### src/rtl/alu_exec_unit.sv
`default_nettype none
// ============================================================================
//  Module   : alu_exec_unit
//  Purpose  : Execute-stage ALU. Single-cycle logical, arithmetic, shift,
//             compare and branch-condition operations, plus a 32-step
//             iterative shift-add multiply that holds the pipeline via Busy.
//  Ports    : Clk, Reset_n (async, active-low)
//             Start/Ctrl/A/B - request, sampled only while idle
//             Cancel         - aborts an in-flight multiply
//             Result/Zero    - registered, hold until the next completion
//             Done           - one-cycle completion pulse
//             Busy           - high while a multiply iterates
//  Revision : 1.0 - initial release
// ============================================================================
module alu_exec_unit (
    input  logic        Clk,
    input  logic        Reset_n,
    input  logic        Start,
    input  logic [3:0]  Ctrl,
    input  logic [31:0] A,
    input  logic [31:0] B,
    input  logic        Cancel,
    output logic [31:0] Result,
    output logic        Zero,
    output logic        Done,
    output logic        Busy
);

    localparam logic [3:0] C_ADD  = 4'b0000;
    localparam logic [3:0] C_SUB  = 4'b0001;
    localparam logic [3:0] C_MUL  = 4'b0010;
    localparam logic [3:0] C_AND  = 4'b0011;
    localparam logic [3:0] C_OR   = 4'b0100;
    localparam logic [3:0] C_NOR  = 4'b0101;
    localparam logic [3:0] C_XOR  = 4'b0110;
    localparam logic [3:0] C_SLL  = 4'b0111;
    localparam logic [3:0] C_SRL  = 4'b1000;
    localparam logic [3:0] C_SLT  = 4'b1001;
    localparam logic [3:0] C_NE   = 4'b1010;
    localparam logic [3:0] C_BGEZ = 4'b1011;
    localparam logic [3:0] C_BGTZ = 4'b1100;
    localparam logic [3:0] C_BLEZ = 4'b1101;
    localparam logic [3:0] C_BLTZ = 4'b1110;

    typedef enum logic [0:0] {
        S_IDLE = 1'b0,
        S_MUL  = 1'b1
    } state_t;

    state_t      r_state;
    logic [31:0] r_mcand;
    logic [31:0] r_mplier;
    logic [31:0] r_acc;
    logic [4:0]  r_cnt;

    logic [31:0] w_result;
    logic        w_zero;
    logic [31:0] w_acc_next;

    // Single-cycle datapath, evaluated directly on the request operands.
    always_comb begin
        w_result = '0;
        w_zero   = 1'b0;
        case (Ctrl)
            C_ADD:   w_result = A + B;
            C_SUB:   w_result = A - B;
            C_AND:   w_result = A & B;
            C_OR:    w_result = A | B;
            C_NOR:   w_result = ~(A | B);
            C_XOR:   w_result = A ^ B;
            C_SLL:   w_result = A << B[4:0];
            C_SRL:   w_result = A >> B[4:0];
            C_SLT:   w_result = {31'd0, ($signed(A) < $signed(B))};
            C_NE:    w_zero   = (A != B);
            C_BGEZ:  w_zero   = ~A[31];
            C_BGTZ:  w_zero   = ~A[31] & (|A);
            C_BLEZ:  w_zero   = A[31] | ~(|A);
            C_BLTZ:  w_zero   = A[31];
            default: begin
                // mul is handled by the iterative path; 1111 is reserved
                // and reports Result=0, Zero=0.
                w_result = '0;
                w_zero   = 1'b0;
            end
        endcase
        // Non-branch codes report Result==0 on Zero.
        if (Ctrl <= C_SLT) begin
            w_zero = (w_result == 32'd0);
        end
    end

    // One shift-add step: accumulate the multiplicand when the current
    // multiplier LSB is set.
    assign w_acc_next = r_acc + (r_mplier[0] ? r_mcand : 32'd0);

    always_ff @(posedge Clk or negedge Reset_n) begin
        if (!Reset_n) begin
            r_state  <= S_IDLE;
            r_mcand  <= '0;
            r_mplier <= '0;
            r_acc    <= '0;
            r_cnt    <= '0;
            Result   <= '0;
            Zero     <= 1'b0;
            Done     <= 1'b0;
            Busy     <= 1'b0;
        end else begin
            Done <= 1'b0;
            case (r_state)
                S_IDLE: begin
                    if (Start) begin
                        if (Ctrl == C_MUL) begin
                            r_mcand  <= A;
                            r_mplier <= B;
                            r_acc    <= '0;
                            r_cnt    <= '0;
                            Busy     <= 1'b1;
                            r_state  <= S_MUL;
                        end else begin
                            Result <= w_result;
                            Zero   <= w_zero;
                            Done   <= 1'b1;
                        end
                    end
                end
                S_MUL: begin
                    // Cancel outranks both the iteration and any Start.
                    if (Cancel) begin
                        Busy    <= 1'b0;
                        r_state <= S_IDLE;
                    end else begin
                        r_acc    <= w_acc_next;
                        r_mcand  <= r_mcand << 1;
                        r_mplier <= r_mplier >> 1;
                        r_cnt    <= r_cnt + 5'd1;
                        if (r_cnt == 5'd31) begin
                            Result  <= w_acc_next;
                            Zero    <= (w_acc_next == 32'd0);
                            Done    <= 1'b1;
                            Busy    <= 1'b0;
                            r_state <= S_IDLE;
                        end
                    end
                end
                default: r_state <= S_IDLE;
            endcase
        end
    end

endmodule
`default_nettype wire

### config.mk
export PLATFORM = sky130hd
export DESIGN_NAME = alu_exec_unit
export DESIGN_NICKNAME = d
export VERILOG_FILES = /design/src/rtl/alu_exec_unit.sv
export SDC_FILE = /design/constraint.sdc
export NUM_CORES = 1
export LEC_CHECK = 0
export BUFFER_PORTS_ARGS = -buffer_cell sky130_fd_sc_hd__buf_2
export CORE_MARGIN = 5
export CORE_UTILIZATION = 40
export DETAILED_ROUTE_END_ITERATION = 7
export GPL_TIMING_DRIVEN = 1
export SLEW_MARGIN = 30
export SYNTH_ARGS = -nofsm -noshare
export SYNTH_HDL_FRONTEND = slang
export SYNTH_SLANG_ARGS = --single-unit
### constraint.sdc
create_clock -name Clk -period 3.6 [get_ports Clk]
set_input_delay 0.9 -clock Clk [delete_from_list [all_inputs] [get_ports Clk]]
set_output_delay 0.9 -clock Clk [all_outputs]
set_load 0.02 [all_outputs]
==> flow_summary.ini <==
[outcome]
status = finished with violations
violations = setup timing

[routing]
routedWlPerCell_um = 25.94
vias_per_cell = 6.144
drc = 0
vias = 22340
drt_iter0_markers = 2588
firstDrtPassIters = 6
wl_mm = 94.32
ant_nets = 0

[clock_tree]
clk_pin_slew_ns = 0.06
ctsHtreeMaxLevel = 4
clockRootBuffer = clkbuf_16
clock_sinks = 137
clkLatencyLatePin_ns = 0.49
cts_buffer_depth = 2
cts_tree = done
cts_hold_buf = 0
cts_buffers = 17

[die]
core_mm2 = 0.04204
num_rows = 75
die-area_mm2 = 0.04680
die_w_um = 216.3
initial_core_util = 0.4051
die_y_um = 216.3
io_pins = 107

[global_routing]
grt_pass1_vias = 21690
gr-usage-all-layers = 0.3897
grt_antenna_before_repair = 1
grt_pass1_wl_mm = 137.7
grt_max_degree = 72
overflow = 0

[layout]
multi_input_area_mm2 = 0.01369
syn_to_final_growth_pct = 54.05
diodes = 0
drive_above_1_share = 0.3943
fillers = 3686
nets = 3289
seqCellArea_mm2 = 0.003432

[setup_path]
arrival_ns = 4.50
cp_data_required_time_ns = 4.01
critPathKind = reg2reg
r2r-start = r_mplier[0]
reg2reg_to = Zero
cp_max_fo = 7
cp_cell_sequence = buf_4 -> and2_1 -> ha_4 -> o21ai_0 -> o21a_2 -> nor4_4 -> o31ai_4 -> o31ai_2 -> xnor2_1 -> nand2_1 -> or4b_1 -> or4b_4 -> nor4_2 -> buf_4 -> a31oi_4 -> o21ai_1
slowest_stage = or4b_4
crit_top_cell = buf_4
reg2regPathDepth = 16
cpPeakStageDelay_ns = 0.50
critPathCaptureType = register
cp-start-kind = register
reg2reg_slack_ns = -0.49

[yosys]
synth_compound_area_frac = 0.2834
yosys_warnings = 0
synth_area_leaders = dfrtp_1, ha_1, mux2i_1, a21oi_1, nor2_1
synth_mux_area_frac = 0.1129
yosys.area.top_type = dfrtp_1
synth_area_mm2 = 0.01703
synth-async-reset-ratio = 1.000
synth-simple-area-share = 0.2061
synthFlopType = dfrtp_1
yosysUniqueCellTypes = 90
synth_seq_cells = 137
synthCells = 2243
syn_area_per_cell_um2 = 7.593
synth_edf_count = 0
synth_top_family_by_area = compound AO/OA/AOI/OAI gates
synthAdderAreaFrac = 0.09904
synth-xor-area-share = 0.03394
synth_top_area_frac = 0.2013
yosysMostFrequentCell = nor2_1
syn_nets = 2448
yosys-top-cells-count = nor2_1, a21oi_1, nand2_1, o21ai_0
ys_seq_area_frac = 0.2013

[place]
routabilityCongestion = 1.102
hpwl_mm = 75.91
dp_slack_ns = -1.158
io_buffer_count = 106

[pwr]
ir_worst_vdd_mv = 0.3435
swShare = 0.4234
seq_power_share = 0.198
power.internal_w = 0.006506
p_per_area_mw_per_mm2 = 430.0
comb_power_share = 0.620
p_leak_nw = 12.33
clkPwrFrac = 0.182
netSwitchingPower_w = 0.004776

[sta]
layout_min_cycle_time_ns = 4.086
fin_skew_ns = 0.01502
setup_viol = 7
hold_violations = 0
worst_slack_ns = -0.4856
post-route-period-util = 1.135
relSlewSlack = 0.3138
final-max-slew-violation-count = 0
worst_slew_pin_slew_ns = 1.021
final.setup.tns_ns = -1.182
rsz0062_at_grt = true
fmax_mhz = 244.8

[worst_hold_path]
hold_path.class = in2async

[run]
max-cap-violations = 0
==> sequential cells by signal (all words and copies together) (netlist names) <==
name	count
Zero	1
Busy	1
Result	32
r_mcand	32
Done	1
r_cnt	5
r_state	1
r_acc	32
r_mplier	32
==> kinds of logic after synthesis <==
family | Yosys count
and+or+nand+nor | 739
AOI/OAI and AO/OA | 735
buffers and inverters | 266
muxes | 167
DFF | 137
adders and majority gates | 133
xor gates and xnor gates | 66
==> metrics by stage <==
| stage | hold WS, ns | area (µm²) | util | total power (W) | std cells |
|---|---|---|---|---|---|
| 2_1_floorplan | 0.4453 | 17250 | - | 0.005240 | 2243 |
| 3_3_place_gp | 0.4584 | 24190 | 0.5753 | 0.008227 | 3570 |
| 3_5_place_dp | 0.4668 | 24190 | 0.5753 | 0.008366 | 3570 |
| 4_1_cts | 0.3691 | 25580 | 0.6084 | 0.01087 | 3627 |
| 5_1_grt | 0.4127 | 26240 | 0.6240 | 0.01186 | 3636 |
| 6_report | 0.3661 | 26240 | 0.6240 | 0.01128 | 3636 |
==> how the worst max path moves through the flow <==
stage | startpoint | to | slack [ns]
floorplan | B[2] | Zero | -0.61
global placement | B[0] | Zero | -1.16
detailed placement | A[0] | Zero | -1.16
CTS | r_mplier[0] | Zero | -0.41
global route | r_mplier[0] | Zero | -0.61
finish | r_mplier[0] | Zero | -0.49
==> routing by layer <==
| layer | up-vias | wire, µm | track usage |
|---|---|---|---|
| met2 | 1325 | 40900 | 0.6027 |
| met3 | 294 | 9474 | 0.07982 |
| met1 | 10760 | 38320 | 0.5214 |
| met5 | - | 0 | 0 |
| li1 | 9956 | - | - |
| met4 | 0 | 5623 | 0.1893 |
==> what timing repair did <==
| item | in CTS | in global routing |
|---|---|---|
| gates cloned | 1 | 0 |
| gates resized for setup | 114 | 120 |
| buffers inserted | 25 | 17 |
| pin swaps | 50 | 62 |
| setup endpoints to repair | 23 | 26 |
==> power groups by stage <==
stage / Combinational [W] / Sequential [W] / Clock [W]
final: 0.00699 / 0.00224 / 0.00205
after floorplan: 0.00298 / 0.00225 / 0
after CTS: 0.00655 / 0.00222 / 0.00209
after global placement: 0.00601 / 0.00222 / 0
after global routing: 0.00742 / 0.00229 / 0.00216
after detailed placement: 0.00613 / 0.00223 / 0
==> cell usage in the layout (no fill, tap or decap), types with 28 or more instances in the layout <==
master and n:
inv_1 104, mux2i_1 136, nor2_1 219, xnor2_1 43, nand3_1 56, a22oi_1 37, nor3_1 43, buf_4 831
buf_2 103, ha_1 107, o211ai_1 28, dfrtp_1 136, a21o_1 32, a21oi_1 192, nor2b_1 33, o21ai_0 114
and2_1 38, nand2_1 188
==> cell type report <==
type                            count  share of cell area
Multi-Input combinational cell   1840              0.5217
Timing Repair Buffer              974              0.2800
Sequential cell                   137              0.1308
Tap cell                          539             0.02571
Clock buffer                       22             0.01769
Inverter                          114             0.01684
Clock inverter                     10            0.007201
==> worst max-delay path, delay by kind of cell (launching register included) <==
family                     cells  cell delay (ns)
AOI/OAI and AO/OA              6             0.92
xor gates and xnor gates       1             0.19
adders and majority gates      1             0.29
buffers and inverters          2             0.34
DFF                            1             0.42
and+or+nand+nor                6             1.84
Power figures use the tool's default switching activity.
